**config.mk**
```make
export PLATFORM = sky130hd
export DESIGN_NAME = decode_stage
export DESIGN_NICKNAME = d
export VERILOG_FILES = /design/src/rtl/cpu_pkg.sv /design/src/rtl/decode_stage_hazard_unit.sv /design/src/rtl/decode_stage.sv
export SDC_FILE = /design/constraint.sdc
export NUM_CORES = 1
export LEC_CHECK = 0
export BUFFER_PORTS_ARGS = -buffer_cell sky130_fd_sc_hd__buf_2
export CAP_MARGIN = 15
export CORE_UTILIZATION = 35
export DETAILED_ROUTE_END_ITERATION = 6
export RECOVER_POWER = 100
export SYNTH_ARGS = -nofsm -noshare
export SYNTH_HDL_FRONTEND = slang
export SYNTH_SLANG_ARGS = --single-unit
export TNS_END_PERCENT = 100
```
**constraint.sdc**
```tcl
create_clock -name clk -period 2.25 [get_ports clk]
set_clock_uncertainty 0.1 [all_clocks]
set_input_delay 0.1125 -clock clk [delete_from_list [all_inputs] [get_ports clk]]
set_output_delay 0.1125 -clock clk [all_outputs]
set_load 0.01 [all_outputs]
```
**src/rtl/cpu_pkg.sv**
```systemverilog
// Shared types for the 8-bit core: opcodes, ALU operations, decode states
// and the ID/EX pipeline record.
package cpu_pkg;

  localparam int DATA_W = 8;
  localparam int REG_W  = 2;

  typedef enum logic [3:0] {
    OP_NOP  = 4'h0,
    OP_ADD  = 4'h1,
    OP_SUB  = 4'h2,
    OP_AND  = 4'h3,
    OP_OR   = 4'h4,
    OP_MOV  = 4'h5,
    OP_NOT  = 4'h6,
    OP_INC  = 4'h7,
    OP_DEC  = 4'h8,
    OP_LDM  = 4'h9,
    OP_LD   = 4'hA,
    OP_ST   = 4'hB,
    OP_PUSH = 4'hC,
    OP_POP  = 4'hD,
    OP_JMP  = 4'hE,
    OP_RSVD = 4'hF
  } opcode_e;

  typedef enum logic [3:0] {
    ALU_ADD    = 4'd0,
    ALU_SUB    = 4'd1,
    ALU_AND    = 4'd2,
    ALU_OR     = 4'd3,
    ALU_PASS_B = 4'd4,
    ALU_NOT_B  = 4'd5,
    ALU_INC    = 4'd6,
    ALU_DEC    = 4'd7
  } alu_op_e;

  typedef enum logic {
    DECODE = 1'b0,
    IMM    = 1'b1
  } dec_state_e;

  typedef struct packed {
    logic              valid;
    alu_op_e           alu_op;
    logic [DATA_W-1:0] op_a;
    logic [DATA_W-1:0] op_b;
    logic [REG_W-1:0]  dst;
    logic              reg_we;
    logic              mem_rd;
    logic              mem_wr;
    logic              jump;
  } id_ex_t;

  // Returns {reads_ra, reads_rb} for the load-use comparison.
  function automatic logic [1:0] src_mask(opcode_e op);
    logic [1:0] m;
    m = 2'b00;
    case (op)
      OP_ADD, OP_SUB, OP_AND, OP_OR, OP_ST:  m = 2'b11;
      OP_INC, OP_DEC:                        m = 2'b10;
      OP_MOV, OP_NOT, OP_LD, OP_PUSH, OP_JMP: m = 2'b01;
      default:                               m = 2'b00;
    endcase
    return m;
  endfunction

endpackage

```
**src/rtl/decode_stage_hazard_unit.sv**
```systemverilog
// Load-use detector: flags when the load sitting in ID/EX writes a register
// the instruction now in decode wants to read.
module hazard_unit
  import cpu_pkg::*;
#(
  parameter int ADDR = 2
) (
  input  logic            ex_valid,
  input  logic            ex_mem_rd,
  input  logic            ex_reg_we,
  input  logic [ADDR-1:0] ex_dst,
  input  logic [ADDR-1:0] ra,
  input  logic [ADDR-1:0] rb,
  input  logic            use_ra,
  input  logic            use_rb,
  output logic            hazard
);

  logic load_in_ex;
  logic match_a;
  logic match_b;

  assign load_in_ex = ex_valid && ex_mem_rd && ex_reg_we;
  assign match_a    = use_ra && (ex_dst == ra);
  assign match_b    = use_rb && (ex_dst == rb);
  assign hazard     = load_in_ex && (match_a || match_b);

endmodule

```
**src/rtl/decode_stage.sv**
```systemverilog
// Instruction decode stage: decodes one byte per cycle (two for LDM), drives
// register-file reads and SP strobes, and fills the ID/EX register.
module decode_stage
  import cpu_pkg::*;
#(
  parameter int WIDTH = 8,
  parameter int ADDR  = 2
) (
  input  logic             clk,
  input  logic             rst_n,
  input  logic [WIDTH-1:0] if_instr,
  input  logic             if_valid,
  output logic             if_ready,
  input  logic             stall_in,
  input  logic             flush,
  output logic [ADDR-1:0]  rd_addr_a,
  output logic [ADDR-1:0]  rd_addr_b,
  input  logic [WIDTH-1:0] reg_a_data,
  input  logic [WIDTH-1:0] reg_b_data,
  input  logic [WIDTH-1:0] sp_val,
  output logic             sp_inc_en,
  output logic             sp_dec_en,
  output logic             ex_valid,
  output logic [3:0]       ex_alu_op,
  output logic [WIDTH-1:0] ex_op_a,
  output logic [WIDTH-1:0] ex_op_b,
  output logic [ADDR-1:0]  ex_dst,
  output logic             ex_reg_we,
  output logic             ex_mem_rd,
  output logic             ex_mem_wr,
  output logic             ex_jump
);

  dec_state_e      state_q, state_d;
  logic [ADDR-1:0] imm_dst_q, imm_dst_d;
  id_ex_t          id_ex_q, id_ex_d;
  id_ex_t          decoded;

  opcode_e         opcode;
  logic [ADDR-1:0] ra;
  logic [ADDR-1:0] rb;
  logic            in_decode;
  logic [1:0]      src_used;
  logic            hazard;
  logic            accept;

  assign opcode    = opcode_e'(if_instr[WIDTH-1 -: 4]);
  assign ra        = if_instr[2*ADDR-1 -: ADDR];
  assign rb        = if_instr[ADDR-1:0];
  assign rd_addr_a = ra;
  assign rd_addr_b = rb;
  assign in_decode = (state_q == DECODE);

  // The LDM immediate byte is data, so it never contributes source registers.
  assign src_used = (in_decode && if_valid) ? src_mask(opcode) : 2'b00;

  hazard_unit #(
    .ADDR (ADDR)
  ) u_hazard (
    .ex_valid  (id_ex_q.valid),
    .ex_mem_rd (id_ex_q.mem_rd),
    .ex_reg_we (id_ex_q.reg_we),
    .ex_dst    (id_ex_q.dst),
    .ra        (ra),
    .rb        (rb),
    .use_ra    (src_used[1]),
    .use_rb    (src_used[0]),
    .hazard    (hazard)
  );

  assign if_ready  = rst_n && !stall_in && !hazard && !flush;
  assign accept    = if_valid && if_ready;
  assign sp_dec_en = accept && in_decode && (opcode == OP_PUSH);
  assign sp_inc_en = accept && in_decode && (opcode == OP_POP);

  always_comb begin
    decoded       = '0;
    decoded.valid = 1'b1;
    case (opcode)
      OP_ADD, OP_SUB, OP_AND, OP_OR, OP_MOV, OP_NOT: begin
        decoded.op_a   = reg_a_data;
        decoded.op_b   = reg_b_data;
        decoded.dst    = ra;
        decoded.reg_we = 1'b1;
        case (opcode)
          OP_ADD:  decoded.alu_op = ALU_ADD;
          OP_SUB:  decoded.alu_op = ALU_SUB;
          OP_AND:  decoded.alu_op = ALU_AND;
          OP_OR:   decoded.alu_op = ALU_OR;
          OP_MOV:  decoded.alu_op = ALU_PASS_B;
          default: decoded.alu_op = ALU_NOT_B;
        endcase
      end
      OP_INC, OP_DEC: begin
        decoded.alu_op = (opcode == OP_INC) ? ALU_INC : ALU_DEC;
        decoded.op_a   = reg_a_data;
        decoded.op_b   = WIDTH'(1);
        decoded.dst    = ra;
        decoded.reg_we = 1'b1;
      end
      OP_LD: begin
        decoded.alu_op = ALU_PASS_B;
        decoded.op_a   = reg_b_data;
        decoded.dst    = ra;
        decoded.reg_we = 1'b1;
        decoded.mem_rd = 1'b1;
      end
      OP_ST: begin
        decoded.alu_op = ALU_PASS_B;
        decoded.op_a   = reg_a_data;
        decoded.op_b   = reg_b_data;
        decoded.mem_wr = 1'b1;
      end
      OP_PUSH: begin
        decoded.alu_op = ALU_PASS_B;
        decoded.op_a   = sp_val;
        decoded.op_b   = reg_b_data;
        decoded.mem_wr = 1'b1;
      end
      OP_POP: begin
        // The SP strobe lands on this edge, so the pop address is SP + 1.
        decoded.alu_op = ALU_PASS_B;
        decoded.op_a   = sp_val + WIDTH'(1);
        decoded.dst    = ra;
        decoded.reg_we = 1'b1;
        decoded.mem_rd = 1'b1;
      end
      OP_JMP: begin
        decoded.alu_op = ALU_PASS_B;
        decoded.op_b   = reg_b_data;
        decoded.jump   = 1'b1;
      end
      default: ;
    endcase
  end

  always_comb begin
    state_d   = state_q;
    imm_dst_d = imm_dst_q;
    id_ex_d   = id_ex_q;
    if (flush) begin
      state_d = DECODE;
      id_ex_d = '0;
    end else if (stall_in) begin
      id_ex_d = id_ex_q;
    end else if (accept) begin
      if (!in_decode) begin
        id_ex_d        = '0;
        id_ex_d.valid  = 1'b1;
        id_ex_d.alu_op = ALU_PASS_B;
        id_ex_d.op_b   = if_instr;
        id_ex_d.dst    = imm_dst_q;
        id_ex_d.reg_we = 1'b1;
        state_d        = DECODE;
      end else if (opcode == OP_LDM) begin
        id_ex_d   = '0;
        imm_dst_d = ra;
        state_d   = IMM;
      end else begin
        id_ex_d = decoded;
      end
    end else begin
      id_ex_d = '0;
    end
  end

  always_ff @(posedge clk or negedge rst_n) begin
    if (!rst_n) begin
      state_q   <= DECODE;
      imm_dst_q <= '0;
      id_ex_q   <= '0;
    end else begin
      state_q   <= state_d;
      imm_dst_q <= imm_dst_d;
      id_ex_q   <= id_ex_d;
    end
  end

  assign ex_valid  = id_ex_q.valid;
  assign ex_alu_op = id_ex_q.alu_op;
  assign ex_op_a   = id_ex_q.op_a;
  assign ex_op_b   = id_ex_q.op_b;
  assign ex_dst    = id_ex_q.dst;
  assign ex_reg_we = id_ex_q.reg_we;
  assign ex_mem_rd = id_ex_q.mem_rd;
  assign ex_mem_wr = id_ex_q.mem_wr;
  assign ex_jump   = id_ex_q.jump;

endmodule

```
==> impl_metrics.ini, run 1 <==
[clock_network]
cts_tree = done
cts_setup_buffers = 0
clkSlewWorstSetupHoldPaths_ns = 0.06
clockBufferDepth = 2
h-tree-depth = 2
cts_sinks = 29
clockRootBuffer = clkbuf_8
clk_latency_ns = 0.28
cts_buffers = 5

[yosys]
synthMostInstantiatedCell = nand2_1
async_flop_share = 1.00
synth_cells = 244
ys_ff_latch = 29
synth_cell_types = 53
syn-num-nets = 287
synth_top_family_by_area = compound AO/OA/AOI/OAI gates
synth-edff-count = 0
synth_fa_ha_area_frac = 0.0361
synthMuxAreaShare = 0.0246
netlist_top_cells_count = nand2_1, dfrtp_1, o21ai_0
ys_warn_count = 0
seq_area_frac_synth = 0.349
synth-simple-area-share = 0.194
synth_area_leaders = dfrtp_1, nand2_1, o21ai_0
yosys.area.top_type = dfrtp_1
synth_top_area_share = 0.349
avgSynthCellArea_um2 = 8.53
synthXorXnorAreaFrac = 0.0294
syn_area_um2 = 2080
synth_ff_type = dfrtp_1
synth_compound_area_frac = 0.296

[routing]
drc = 0
vias = 2080
drt-initial-drc-count = 137
vias_per_cell = 5.33
wl_per_cell_um = 16.4
ant_nets = 0
first_pass_iters = 5
wirelength_um = 6390

[setup_path]
r2r_cells = 6
crit_start = ex_dst[1]$_DFFE_PN0P_
endpoint_kind = output port
endpoint = sp_dec_en
critPathLaunchType = flip-flop
critPathMaxFanout = 6
ff2ff_setup_slack_ns = 0.30
cp.arrival_ns = 1.91
worstPathRequired_ns = 2.04
r2r-end = ex_alu_op[1]$_DFFE_PN0P_
timing.rr.start = ex_dst[0]$_DFFE_PN0P_
critPathKind = reg2out

[floorplanning]
die_area_um2 = 6260
dieHeight_um = 79.1
initial_core_util = 0.371
die-width_um = 79.1
core_region_area_um2 = 5610
ios = 71
rows = 27

[place]
io_buffers = 69
place_congestion = 0.847
dp_cells = 381
dp_hpwl_um = 4950
place_ws_ns = 0.147

[sta]
rsz0062_at_grt = no
fmax_mhz = 470
timing.final.crit_share = 0.945
drv_slew = 0
fin_ws_ns = 0.124
setup_tns_ns = 0
period_minus_slack_ns = 2.13
tightest_slew_ns = 0.716
finalSetupViolCount = 0
hold_viol_final = 0
max_slew_margin = 0.522

[final_layout]
n_fill_cell = 612
nets = 360
area_growth_pct = 25.9
antenna_cells = 0
final_cells = 390
drive_gt1_frac = 0.236
finish.utilization = 0.467

[worst_hold_path]
worstHoldStart = if_instr[2]
hold_class = in2reg

[power]
p_total_mw = 1.24
ir_drop_mv = 0.293
p_leak_nw = 1.17
power.density_nw_per_um2 = 473

[global_route]
antenna_found_initial = 0
grt_max_degree = 30
track_usage = 0.215
grt_pass1_vias = 1961
grt_pass1_wl_um = 10200
grt-ovfl-total = 0

[job]
cap_violations = 0

[outcome]
status = finished clean
## layout by cell type (no fill, tap or decap), drive strengths merged, types with 2 or more instances in the layout
master   synthesis  final
a32oi            4      4
nor3             7      7
a22o             3      3
mux2             3      3
a22oi           12     12
nor2b           10     10
nor3b            4      4
clkinv           0      2
and2             3      3
and3             4      4
a21o             2      2
a21oi            8      8
xor2             4      4
o2bb2ai          2      2
dfrtp           29     29
a221oi           3      3
ha               6      6
o31ai           10     10
nand2           35     35
buf             13     53
xnor2            3      3
nand3            7      7
o21ai           26     26
inv              8      8
nor2             7      7
o21a             2      2
nand2b           3      3
clkbuf           8     39
## metrics by stage
| stage | hold slack, ns | cell area (um^2) |
|---|---|---|
| finish | 0.0599 | 2620 |
| global route | 0.0563 | 2620 |
| CTS | 0.0468 | 2620 |
| detailed placement | 0.110 | 2530 |
| global placement | 0.115 | 2530 |
| floorplan | -0.283 | 2080 |
## worst min-delay path by stage
stage / to / slack, ns / cells after the start
after floorplan: ex_alu_op[0]$_DFFE_PN0P_ / -0.28 / 0
after detailed placement: state_q$_DFFE_PN0P_ / 0.11 / 2
after global placement: ex_dst[1]$_DFFE_PN0P_ / 0.11 / 2
after CTS: imm_dst_q[0]$_DFFE_PN0P_ / 0.05 / 2
final: imm_dst_q[0]$_DFFE_PN0P_ / 0.06 / 2
after global routing: imm_dst_q[0]$_DFFE_PN0P_ / 0.06 / 2
## cells by family after synthesis
| family | Yosys count |
|---|---|
| flops | 29 |
| buf+inv | 29 |
| fa+ha+maj | 6 |
| simple gates | 83 |
| mux | 4 |
| other cells | 1 |
| compound gates | 85 |
| xor+xnor | 7 |
## state kept, by name (all words and copies together), names as in the netlist
| name | cells |
|---|---|
| ex_op_a | 8 |
| ex_dst | 2 |
| state_q | 1 |
| ex_jump | 1 |
| ex_mem_wr | 1 |
| ex_reg_we | 1 |
| ex_valid | 1 |
| imm_dst_q | 2 |
| ex_mem_rd | 1 |
| ex_op_b | 8 |
| ex_alu_op | 3 |
## per-layer routing
layer  wire length (um)  track usage
met1               3020        0.305
met2               2930        0.323
met3                318       0.0345
met4                124       0.0836
met5                  0            0
## report_power, final
group          internal (mW)  switching, mW
registers              0.532        0.00726
logic                  0.120          0.179
clock network          0.213          0.187
## critical path, stage by stage, from the launching register on
cell,delay [ns]
dfrtp_1,0.45
xor2_2,0.21
a2111oi_4,0.05
a32oi_2,0.32
o211ai_2,0.13
buf_6,0.16
nor3_1,0.13
clkbuf_1,0.18
## cell type report
cell class	instances	area, um^2	share of cell area
multi-input cells	186	1250	0.476
flip-flops and latches	29	727	0.277
repair buffers	87	443	0.169
well taps	72	90.1	0.0344
clock buffers	6	72.6	0.0277
inverters	8	30.0	0.0115
clock inverters	2	10.0	0.00382
## repair_timing
item,in CTS,in global routing
endpoints found under the hold margin,29,0
resized for setup,0,8
setup endpoints to repair,0,3
hold buffers,1,0
No activity file was read; power rests on OpenSTA's default activity.
==> inputs of run 2 (changes only) <==
--- a/config.mk
+++ b/config.mk
@@ -5,7 +5,7 @@
 export SDC_FILE = /design/constraint.sdc
 export NUM_CORES = 1
 export LEC_CHECK = 0
-export BUFFER_PORTS_ARGS = -buffer_cell sky130_fd_sc_hd__buf_2
+export BUFFER_PORTS_ARGS = -buffer_cell sky130_fd_sc_hd__clkbuf_2
 export CAP_MARGIN = 15
 export CORE_UTILIZATION = 35
 export DETAILED_ROUTE_END_ITERATION = 6
==> impl_metrics.ini, run 2 (same netlist as run 1, synthesis figures left out) <==
[power]
combPwrFrac = 0.231
power.density_nw_per_um2 = 492
p_switching_mw = 0.374
p_int_mw = 0.933
ir_drop_mv = 0.252
sequentialPowerShare = 0.413
p_leak_nw = 1.20
netSwitchingFraction = 0.286
p_clk_frac = 0.356

[sta]
finalSetupViolCount = 0
timing.final.crit_share = 0.947
rsz0062_at_grt = yes
hold_viol_final = 0
period_minus_slack_ns = 2.13
setup_tns_ns = 0
fmax_mhz = 469
max_slew_margin = 0.541
tightest_slew_ns = 0.689
drv_slew = 0
hold_slack_ns = 0.0703

[global_route]
grt_max_degree = 30
track_usage = 0.216
grt_pass1_wl_um = 10300
antenna_found_initial = 0
grt-ovfl-total = 0
grt_pass1_vias = 2021

[setup_path]
critPathMaxFanout = 7
cp.arrival_ns = 1.92
endpoint_kind = output port
worstPathRequired_ns = 2.04
critPathLaunchType = flip-flop
critPathKind = reg2out

[routing]
drc = 0
ant_nets = 0
drt-initial-drc-count = 129
vias_per_cell = 5.32
vias = 2101
wl_per_cell_um = 16.0
first_pass_iters = 5
wirelength_um = 6320

[clock_network]
clockRootBuffer = clkbuf_8
clkSlewWorstSetupHoldPaths_ns = 0.06
clockBufferDepth = 2
clk_latency_ns = 0.28
h-tree-depth = 2
cts_buffers = 5
cts_sinks = 29
cts_tree = done

[place]
place_congestion = 0.874
dp_hpwl_um = 4920
io_buffers = 69

[worst_hold_path]
hold_class = in2reg

[final_layout]
area_growth_pct = 27.6
antenna_cells = 0
finish.utilization = 0.474
layout_common_cells = clkbuf_2, nand2_1, clkbuf_1, dfrtp_1, o21ai_0
layout_commonest_cell = clkbuf_2
nets = 365
drive_gt1_frac = 0.257

[job]
cap_violations = 0

[floorplanning]
ios = 71
rows = 27
die_area_um2 = 6260
initial_core_util = 0.371
die-width_um = 79.1
core_region_area_um2 = 5610
dieHeight_um = 79.1

[outcome]
status = finished clean
[run 2: worst max-delay path, stage by stage, from the launching register on]
cell and delay [ns]:
dfrtp_2 0.44, xor2_1 0.18, a2111oi_2 0.31, a32oi_2 0.12, buf_4 0.18, o21ai_4 0.23, inv_1 0.06, clkbuf_2 0.12
[run 2: area by class of cell]
cell class	count	area [um^2]
fill	641	2950
multi-input combinational	186	1230
sequential	29	727
timing repair buffer	92	480
clock buffer	7	96.3
tap	72	90.1
inverter	8	30.0
clock inverter	1	5.00
[run 2: metrics by stage]
step	power [mW]	area (um^2)	cells	worst slack (ns)
after CTS	1.31	2650	391	0.0234
after global placement	0.842	2540	382	0.178
final	1.31	2660	395	0.119
after floorplan	0.714	2080	244	0.402
after global routing	1.38	2660	395	-0.0165
after detailed placement	0.842	2540	382	0.102
[run 2: path summary, 6_finish.rpt]
check	start	end	slack, ns	cells after the start
setup / recovery	ex_dst[0]$_DFFE_PN0P_	if_ready	0.12	7
hold / removal	if_instr[3]	imm_dst_q[1]$_DFFE_PN0P_	0.07	2
setup reg to reg	ex_dst[0]$_DFFE_PN0P_	imm_dst_q[0]$_DFFE_PN0P_	0.29	6
hold reg to reg	ex_op_b[1]$_DFFE_PN0P_	ex_op_b[1]$_DFFE_PN0P_	0.37	2
max in group asynchronous	rst_n	ex_dst[0]$_DFFE_PN0P_	1.01	3
min in group asynchronous	rst_n	state_q$_DFFE_PN0P_	0.55	3
[run 2: per-layer routing]
metal  GRT usage  wire length, um
met5           0                0
met3      0.0333              360
met2       0.323             2890
met4       0.104              117
met1       0.302             2950
[run 2: what timing repair did]
action	in CTS	in global routing
hold buffers	1	0
endpoints found under the hold margin	29	0
gates resized for setup	0	4
endpoints found under the setup margin	0	3
setup buffers	0	4
[run 2: power by group through the flow]
stage,clock network (mW),logic [mW],registers (mW)
final,0.465,0.302,0.539
after global routing,0.501,0.334,0.540
after CTS,0.473,0.296,0.539
after detailed placement,0,0.294,0.548
after global placement,0,0.294,0.548
after floorplan,0,0.164,0.550
==> inputs of run 3 (changes only) <==
--- a/config.mk
+++ b/config.mk
@@ -9,7 +9,9 @@
 export CAP_MARGIN = 15
 export CORE_UTILIZATION = 35
 export DETAILED_ROUTE_END_ITERATION = 6
+export PLACE_DENSITY = 0.63
 export RECOVER_POWER = 100
+export SETUP_SLACK_MARGIN = 0.5
 export SYNTH_ARGS = -nofsm -noshare
 export SYNTH_HDL_FRONTEND = slang
 export SYNTH_SLANG_ARGS = --single-unit
==> impl_metrics.ini, run 3 (same netlist as run 1, synthesis figures left out) <==
[outcome]
status = finished clean

[power]
p_leak_nw = 1.24
power.density_nw_per_um2 = 473
ir_drop_mv = 0.300

[floorplanning]
die-width_um = 79.1
die_area_um2 = 6260
ios = 71
initial_core_util = 0.371
core_region_area_um2 = 5610
rows = 27
dieHeight_um = 79.1

[final_layout]
area_growth_pct = 34.9
layout_common_cells = clkbuf_2, nand2_1, clkbuf_1, dfrtp_1
final_cells = 395
n_fill_cell = 556
antenna_cells = 0
finish.instance_area_um2 = 2810
drive_gt1_frac = 0.300
layout_commonest_cell = clkbuf_2
nets = 365

[sta]
tightest_slew_ns = 0.641
max_slew_margin = 0.572
hold_slack_ns = 0.0605
fmax_mhz = 480
period_minus_slack_ns = 2.08
setup_tns_ns = 0
drv_slew = 0
rsz0062_at_grt = yes
finalSetupViolCount = 0
timing.final.crit_share = 0.925
hold_viol_final = 0

[setup_path]
path_cells = xor2_2 -> a2111oi_4 -> a32oi_2 -> buf_4 -> o21ai_4 -> clkbuf_1 -> o31ai_1
critPathTopFamily = compound AO/OA/AOI/OAI gates
path_buf_inv = 2
critPathMaxFanout = 8
worstPathRequired_ns = 2.30
critPathSlowestCell = dfrtp_1
endpoint_kind = flip-flop
critPathLaunchType = flip-flop
cp.arrival_ns = 2.13
max_stage_delay_ns = 0.44
critPathKind = reg2reg

[routing]
vias = 2178
drc = 0
wirelength_um = 6600
drt-initial-drc-count = 134
vias_per_cell = 5.51
first_pass_iters = 4
ant_nets = 0
wl_per_cell_um = 16.7

[global_route]
grt_max_degree = 30
grt_pass1_wl_um = 10400
antenna_found_initial = 0
grt_pass1_vias = 2062
track_usage = 0.215
grt-ovfl-total = 0

[clock_network]
cts_buffers = 5
clockBufferDepth = 2
cts_sinks = 29
clockRootBuffer = clkbuf_8
cts_tree = done
clk_latency_ns = 0.28
h-tree-depth = 2
clkSlewWorstSetupHoldPaths_ns = 0.06

[job]
cap_violations = 0

[place]
post_dp_cell_area_um2 = 2490
place_congestion = 0.886
dp_hpwl_um = 4730
dp_cells = 375
io_buffers = 69

[worst_hold_path]
hold_class = in2reg
-- run 3: worst register-to-register path: cells and delay by family, from the launching register on --
kind	cells	cell delay (ns)
AOI/OAI and AO/OA	4	0.72
buffers and inverters	2	0.51
DFF	1	0.44
xor gates and xnor gates	1	0.19
-- run 3: stage by stage --
stage	worst slack (ns)	power, mW	util
floorplan	0.460	0.714	-
global placement	0.188	0.826	0.443
detailed placement	0.105	0.828	0.443
CTS	0.148	1.33	0.500
global route	0.0586	1.39	0.501
finish	0.169	1.33	0.501
-- run 3: what timing repair did --
action	in CTS	in global routing
hold endpoints to repair	29	0
gates cloned	1	0
pin swaps	26	7
gates resized for setup	41	16
buffers inserted	9	1
hold buffers	1	0
setup endpoints to repair	29	32
-- run 3: routing by layer --
| layer | routed length, um | vias to the layer above | track usage |
|---|---|---|---|
| met5 | 0 | - | 0 |
| met3 | 377 | 8 | 0.0333 |
| met4 | 146 | 0 | 0.0673 |
| met1 | 2910 | 1057 | 0.291 |
| li1 | - | 1041 | - |
| met2 | 3170 | 72 | 0.351 |
-- run 3: worst paths after layout --
kind	start	to	slack [ns]	cells after the start
worst max-delay path	ex_dst[0]$_DFFE_PN0P_	ex_op_a[1]$_DFFE_PN0P_	0.17	7
worst min-delay path	if_instr[2]	imm_dst_q[0]$_DFFE_PN0P_	0.06	2
worst max register to register	ex_dst[0]$_DFFE_PN0P_	ex_op_a[1]$_DFFE_PN0P_	0.17	7
worst min register to register	ex_op_b[4]$_DFFE_PN0P_	ex_op_b[4]$_DFFE_PN0P_	0.38	2
max in group asynchronous	rst_n	ex_op_a[7]$_DFFE_PN0P_	1.49	3
min in group asynchronous	rst_n	state_q$_DFFE_PN0P_	0.30	3
-- run 3: where the power goes --
part / switching (mW) / total, mW / internal, mW
logic: 0.190 / 0.319 / 0.129
registers: 0.00736 / 0.539 / 0.532
clock network: 0.194 / 0.470 / 0.276
total: 0.392 / 1.33 / 0.936
-- run 3: area by class of cell --
class	count	area, um^2	area share
sequential	29	726	0.258
clock inverter	1	5.00	0.00178
clock buffer	7	96.3	0.0343
timing repair buffer	92	515	0.184
inverter	8	30.0	0.0107
multi-input combinational	186	1350	0.479
tap	72	90.1	0.0321
